## src/rtl/tmip_seq.sv

```systemverilog
// Image-transform sequencer: buffers a list of actions, folds the flips into
// flags and issues MAXPOOL/CORR commands to an external engine.
module tmip_seq (
    input  logic       clk,
    input  logic       rst_n,
    input  logic       cfg_valid,
    input  logic [4:0] cfg_size,
    input  logic       act_valid,
    input  logic [1:0] act,
    input  logic       act_last,
    output logic       act_ready,
    output logic       eng_start,
    output logic       eng_op,
    output logic [4:0] eng_size,
    output logic       eng_hflip,
    output logic       eng_vflip,
    input  logic       eng_done,
    output logic       busy,
    output logic       seq_done,
    output logic       err,
    output logic [4:0] cur_size
);

    typedef enum logic [2:0] {
        S_IDLE,
        S_LOAD,
        S_ISSUE,
        S_WAIT,
        S_DONE
    } state_t;

    typedef enum logic [1:0] {
        ACT_MAXPOOL = 2'd0,
        ACT_HFLIP   = 2'd1,
        ACT_VFLIP   = 2'd2,
        ACT_CORR    = 2'd3
    } act_t;

    state_t     r_state;
    state_t     w_next;
    act_t       r_fifo [8];
    logic [2:0] r_wptr;
    logic [2:0] r_rptr;
    logic [3:0] r_count;
    logic [4:0] r_cur_size;
    logic       r_hflip;
    logic       r_vflip;
    logic       r_err;
    logic       r_last_corr;
    logic       r_mp_pend;
    logic       r_eng_op;
    logic [4:0] r_eng_size;
    logic       r_eng_hflip;
    logic       r_eng_vflip;

    logic       w_cfg_legal;
    logic       w_cfg_load;
    logic       w_full;
    logic       w_empty;
    logic       w_ready;
    logic       w_push;
    logic       w_pop;
    logic       w_start;
    logic       w_start_op;
    act_t       w_head;

    assign w_cfg_legal = (cfg_size == 5'd4) || (cfg_size == 5'd8) || (cfg_size == 5'd16);
    assign w_cfg_load  = !rst_n && (r_state == S_IDLE) && cfg_valid && w_cfg_legal;
    assign w_full      = (r_count == 4'd8);
    assign w_empty     = (r_count == 4'd0);
    assign w_ready     = !rst_n && (r_state == S_LOAD) && !w_full;
    assign w_push      = act_valid && w_ready;
    assign w_head      = r_fifo[r_rptr];

    always_comb begin
        w_next     = r_state;
        w_pop      = 1'b0;
        w_start    = 1'b0;
        w_start_op = 1'b0;
        if (!rst_n) begin
            unique case (r_state)
                S_IDLE: if (w_cfg_load) w_next = S_LOAD;
                S_LOAD: if (w_push && act_last) w_next = S_ISSUE;
                S_ISSUE: begin
                    if (!w_empty) begin
                        w_pop = 1'b1;
                        unique case (w_head)
                            ACT_MAXPOOL: begin
                                if (r_cur_size != 5'd4) begin
                                    w_start = 1'b1;
                                    w_next  = S_WAIT;
                                end
                            end
                            ACT_CORR: begin
                                w_start    = 1'b1;
                                w_start_op = 1'b1;
                                w_next     = S_WAIT;
                            end
                            default: ;
                        endcase
                    end else if (!r_last_corr) begin
                        // sequence must end with a correlation
                        w_start    = 1'b1;
                        w_start_op = 1'b1;
                        w_next     = S_WAIT;
                    end else begin
                        w_next = S_DONE;
                    end
                end
                S_WAIT: if (eng_done) w_next = S_ISSUE;
                S_DONE: w_next = S_IDLE;
                default: w_next = S_IDLE;
            endcase
        end
    end

    always_ff @(posedge clk) begin
        if (w_push) r_fifo[r_wptr] <= act_t'(act);
    end

    always_ff @(posedge clk) begin
        if (rst_n) begin
            r_state     <= S_IDLE;
            r_wptr      <= '0;
            r_rptr      <= '0;
            r_count     <= '0;
            r_cur_size  <= '0;
            r_hflip     <= 1'b0;
            r_vflip     <= 1'b0;
            r_err       <= 1'b0;
            r_last_corr <= 1'b0;
            r_mp_pend   <= 1'b0;
            r_eng_op    <= 1'b0;
            r_eng_size  <= '0;
            r_eng_hflip <= 1'b0;
            r_eng_vflip <= 1'b0;
        end else begin
            r_state <= w_next;
            if (w_cfg_load) begin
                r_cur_size  <= cfg_size;
                r_hflip     <= 1'b0;
                r_vflip     <= 1'b0;
                r_err       <= 1'b0;
                r_last_corr <= 1'b0;
                r_wptr      <= '0;
                r_rptr      <= '0;
                r_count     <= '0;
            end else begin
                if (r_state == S_IDLE && cfg_valid) r_err <= 1'b1;
                if (w_push) r_wptr <= r_wptr + 3'd1;
                if (w_pop)  r_rptr <= r_rptr + 3'd1;
                r_count <= r_count + {3'd0, w_push} - {3'd0, w_pop};
            end
            if (w_pop && w_head == ACT_HFLIP) r_hflip <= !r_hflip;
            if (w_pop && w_head == ACT_VFLIP) r_vflip <= !r_vflip;
            if (w_start) begin
                r_eng_op    <= w_start_op;
                r_eng_size  <= r_cur_size;
                r_eng_hflip <= r_hflip;
                r_eng_vflip <= r_vflip;
                r_last_corr <= w_start_op;
                r_mp_pend   <= !w_start_op;
            end
            if (r_state == S_WAIT && eng_done && r_mp_pend) r_cur_size <= r_cur_size >> 1;
        end
    end

    // Outputs are gated by reset so they read zero from the first reset cycle on;
    // command fields bypass their hold registers in the eng_start cycle.
    assign act_ready = w_ready;
    assign eng_start = w_start;
    assign eng_op    = !rst_n && (w_start ? w_start_op : r_eng_op);
    assign eng_size  = rst_n ? '0 : (w_start ? r_cur_size : r_eng_size);
    assign eng_hflip = !rst_n && (w_start ? r_hflip : r_eng_hflip);
    assign eng_vflip = !rst_n && (w_start ? r_vflip : r_eng_vflip);
    assign busy      = !rst_n && (r_state != S_IDLE);
    assign seq_done  = !rst_n && (r_state == S_DONE);
    assign err       = !rst_n && r_err;
    assign cur_size  = rst_n ? '0 : r_cur_size;

endmodule

```

## config.mk

```make
export PLATFORM = sky130hd
export DESIGN_NAME = tmip_seq
export DESIGN_NICKNAME = d
export VERILOG_FILES = /design/src/rtl/tmip_seq.sv
export SDC_FILE = /design/constraint.sdc
export NUM_CORES = 1
export LEC_CHECK = 0
export BUFFER_PORTS_ARGS = -buffer_cell sky130_fd_sc_hd__buf_4
export CAP_MARGIN = 20
export CORE_UTILIZATION = 60
export CTS_BUF_LIST = sky130_fd_sc_hd__clkbuf_4
export DETAILED_ROUTE_END_ITERATION = 12
export PLACE_DENSITY = 0.82
export SLEW_MARGIN = 15
export SYNTH_ARGS = -nofsm -noshare
export SYNTH_HDL_FRONTEND = slang
export SYNTH_SLANG_ARGS = --single-unit
```

## constraint.sdc

```tcl
create_clock -name clk -period 3.2 [get_ports clk]
set_clock_uncertainty 0.2 [all_clocks]
set_input_delay 0 -clock clk [delete_from_list [all_inputs] [get_ports clk]]
set_output_delay 0 -clock clk [all_outputs]
set_load 0.1 [all_outputs]
```

# --- Word-level counts from Yosys, hierarchy flattened ---
# Memories as Yosys holds them, arrays and structs flattened. A register that Yosys moved wholly into a read port is not among the register bits.
# Cells that the tools add are included.
totals:
  register_bits: 31
  wordCells: 110
  n_memories: 1
  ramBits: 16
  in_bits: 13
  output_inout_bits: 18
op_classes:
  n_reduce_logical: 36
  n_eq_ne: 17
  n_addsub: 4
  muxes: 37
memory_table:
  columns: ["name", "depth", "width", "rd", "rd_clocked_by_memory_dff", "write_ports", "line_no", "rtl"]
  rows:
  - ["r_fifo", 8, 2, 1, 1, 1, "41", "act_t r_fifo [8];"]
op_table:
  columns: ["operator", "n"]
  rows:
  - ["$mux W3", 8]
  - ["$mux W1", 21]
  - ["$logic_and A1 B1 Y1", 18]
  - ["$mux W5", 3]
  - ["$pmux W3 S4", 1]
  - ["$mux W4", 2]
  - ["$reduce_bool A2 Y1", 4]
  - ["$add A3 B1 Y3 const B", 2]
  - ["$eq A3 B2 Y1 const B", 2]
  - ["$pmux W3 S2", 1]
  - ["$eq A5 B3 Y1 const B", 1]
  - ["$eq A5 B4 Y1 const B", 1]
  - ["$eq A5 B5 Y1 const B", 1]
  - ["$logic_not A1 Y1", 5]
  - ["$ne A5 B3 Y1 const B", 1]
  - ["$reduce_and A5 Y1", 1]
  - ["$add A4 B1 Y4", 1]
  - ["$eq A2 B2 Y1 const B", 2]
  - ["$eq A4 B4 Y1 const B", 1]
  - ["$logic_not A4 Y1", 1]
  - ["$ne A2 B2 Y1 const B", 2]
  - ["$ne A4 B2 Y1 const B", 1]
  - ["$ne A4 B4 Y1 const B", 1]
  - ["$reduce_or A2 Y1", 2]
  - ["other kinds (10)", 11]

# --- Longest topological paths before layout ---
logic_depth:
  ltp_word: 8
  mapped_depth: 12
  depth_no_buf: 11

# --- Worst setup path after synthesis ---
# OpenSTA, ideal clock, no wires.
synth_timing:
  kind: "input to output"
  start: "in rst_n"
  end: "out seq_done"
  path_slack_ps: -636
  path_stages: 4
  required_time_ps: 3000
  path_buffers: 3
  arrival_time_ps: 3636
  path_cell_list: "clkbuf_2 -> clkbuf_2 -> buf_1 -> nor4b_1"
synth_between:
  elab_chain_cells: 2
synth_rtl:
  columns: ["element", "line_no", "rtl"]
  rows:
  - ["start, declared", "5", "input logic rst_n,"]
  - ["$logic_not A1 Y1", "177", "assign seq_done = !rst_n && (r_state == S_DONE);"]
  - ["$logic_and A1 B1 Y1", "177", null]
  - ["end, declared", "19", "output logic seq_done,"]
# No other way between the ends.

==> results.md <==
* Synthesis-to-finish area growth at 21.4%
* Remaining Overflow, GRT at 0
* GR Util All Layers at about a quarter
* Final setup violation count at 0
* Dpl ws at between 300 and 400 ps
* Yosys warnings at 0
* Clk root buf: clkbuf_4
* H-tree depth at 2
* I/O pins at 31
* Fin area at 0.00298 mm2
* Worst vdd ir at a little over 0.2 mV
* DRC Markers at 0
* Placed Area at 0.00272 mm2
* Nature of the critical path endpoint: output port
* Post-synth EDFFs at 16
* Post-Syn Area at 0.00246 mm2
* Die area at 0.00435 mm2
* Tot Pwr at 1.02 mW
* Die W at 66.0 um
* Vias in the first global route at 1774
* Highest clock rate at 317 MHz
* Largest net degree at the start of global routing at 24
* Hold Startpoint: act_last
* Fraction of registers with async set/reset at 0%
* Die Span Y at between 60 and 70 um
* Avg WL per Cell at between 15 and 20 um
* Fillers at 244
* WHS at 169 ps
* Cell type with the largest total area after synthesis: dfxtp_1
* Ys flop type: dfxtp_1
* Relative max-transition margin at 54.2%
* Layout cells sized above 1 at 27.5%
* Core Footprint at 0.00380 mm2
* Synth Area in XOR/XNOR at 2.50%
* Power Dens Cells at ~340 mW/mm2
* Syn_nets at 245
* Fin cells at 317
* Post-synth top area share at 27.7%
* Crit share post-route at between 90% and 100%
* Worst EP required at roughly 3000 ps
* Post-synthesis sequential area ratio at 47.3%
* Initial antenna violation count at 0
* Worst-margin pin slew at 681 ps
* DR vias at 1841
* Final Slew Violations at 0
* Syn Inst Count at 219
* First-pass GRT wire length at 8180 um
* Worst Hold Path EP: r_state[1]
* Drt pass-1 iters at 4
* Final wirelength at 5160 um
* Via-to-Cell Ratio at between 5 and 6
* Startpoint Class: flip-flop
* Peak fanout along the critical path at 7
* Final ANT Viol Nets at 0
* IO Port Bufs at 30
* Final Hold Viols at 0
* Clock Pin Slew Worst Setup and Hold Paths at 150 ps
* DP Wirelength at 3380 um
* CTS tree: yes
* Syn avg cell area at 11.2 um2
* Leak at about 1.2 nW
* Cell with the most instances after synthesis: dfxtp_1
* Worst r2r path cells at 7
* Clock tree sinks at 50
* Post-synthesis mux area share at 11.4%
* Nets@finish at 294
* Starting Density at about 65%
* Worst-skew pair later-pin latency at 380 ps
* Inst Count DP at 292
* Worst min path class: in2reg
* Crit Path Class: reg2out
* Simple-Gate Fraction of Synth Area at 18.8%
* Std cell rows at 22
* DRC marker count from the first detailed-route iteration at 113
* Worst Hold Depth at 5
* Post-synthesis adder-cell area fraction at between 6 and 7%
* Count of different cell masters after synthesis at 53
* Status: finished clean
* Synth top area cells: dfxtp_1, edfxtp_1, ha_1
* Worst path arrival time at between 2000 and 3000 ps
* Worst r2r dst: r_state[0]
* Final GP Congestion at 0.772
* Maxcap violations at 0
* FF+latch count, synth at 50
* Final Util at 78.5%
* CTS max path bufs at 2
* FF-to-FF setup slack at 300 ps
* CTS Buf Count at 5
* Largest family of logic cells by synthesized area: simple AND/OR/NAND/NOR gates
* Compound-Gate Fraction of Synth Area at 8.56%
* Post-route setup slack at 46.6 ps
* TNS Setup at 0 ps
* Ant diodes at 0
* Minimum clock period at about 3200 ps
* Post-synth top cells: dfxtp_1, nor2_1, edfxtp_1
==> layer usage <==
metal | vias to the layer above | global-route usage [%] | wire length, um
met2 | 52 | 38.6 | 2440
li1 | 898 | - | -
met4 | 0 | 8.51 | 83
met3 | 10 | 6.21 | 288
met1 | 881 | 34.4 | 2340
met5 | - | 0 | 0
==> registers in the layout, summed over array words and instances, names as in the netlist, named ones only <==
name / count
r_mp_pend: 1
r_eng_size: 5
r_hflip: 1
r_err: 1
r_eng_op: 1
r_wptr: 3
r_fifo: 16
r_eng_vflip: 1
r_vflip: 1
r_rptr: 3
r_cur_size: 5
r_count: 4
r_last_corr: 1
r_state: 3
r_eng_hflip: 1
==> placed cells by master, fill, tap and decap left out, types with 3 or more instances in the layout <==
master	instances
dlygate4sd3_1	16
nand4_1	6
nand2_1	5
nor2b_1	9
nand3_1	5
nand2b_1	3
mux4_2	4
a21oi_1	7
inv_1	14
edfxtp_1	16
ha_1	12
and2b_1	3
nor2_1	19
mux2_2	4
mux2i_1	5
and3_1	3
nor3_1	7
mux2_4	5
xor2_1	5
nor4b_2	3
a211oi_1	4
clkbuf_4	5
buf_4	33
o21ai_0	4
dfxtp_1	33
==> critical path, cell delays in order, from the launching register on <==
cell and delay, ps:
dfxtp_4 410, mux4_2 510, mux2i_2 250, ha_1 270
inv_1 70, a21oi_1 110, a211o_4 370, mux2_4 330
buf_4 230
==> how the worst max path moves through the flow <==
stage | slack [ps] | cells after the start | endpoint | startpoint
2_1_floorplan | 340 | 8 | r_eng_size[3] | flip-flop
3_3_place_gp | 420 | 8 | eng_size[0] | flip-flop
3_5_place_dp | 340 | 8 | eng_size[2] | flip-flop
5_1_grt | -40 | 8 | eng_size[2] | flip-flop
6_report | 50 | 8 | eng_size[2] | flip-flop
4_1_cts | 0.9 | 8 | eng_size[2] | flip-flop
==> where the power goes <==
| part | switching [mW] | internal, mW |
|---|---|---|
| clock network | 0.208 | 0.0828 |
| registers | 0.00251 | 0.655 |
| logic | 0.0402 | 0.0297 |
| total | 0.250 | 0.768 |
==> cells by family (layout without fill, tap and decap cells) <==
| family | count (synthesis) | after routing |
|---|---|---|
| flip-flops | 50 | 50 |
| AO/OA/AOI/OAI | 28 | 29 |
| multiplexers | 20 | 20 |
| AND/OR/NAND/NOR | 78 | 78 |
| adder cells (fa/ha/maj) | 13 | 13 |
| XOR/XNOR | 7 | 7 |
| buffers and inverters | 23 | 72 |
==> cell type report <==
class,instances,area (um2),share of cell area (%)
multi-input combinational,147,1230,41.3
tap,48,60.1,2.01
inverter,14,52.6,1.76
sequential,50,1160,39.1
clock inverter,3,16.3,0.546
timing repair buffer,50,419,14.1
clock buffer,5,37.5,1.26
==> repair_timing <==
| item | CTS | global route |
|---|---|---|
| setup buffers | 0 | 0 |
| pin swaps | 0 | 1 |
| hold buffers | 16 | 0 |
| resized for setup | 2 | 6 |
| cloned | 0 | 1 |
| endpoints found under the hold margin | 41 | 0 |
| endpoints found under the setup margin | 8 | 10 |
Power figures use the tool's default switching activity.
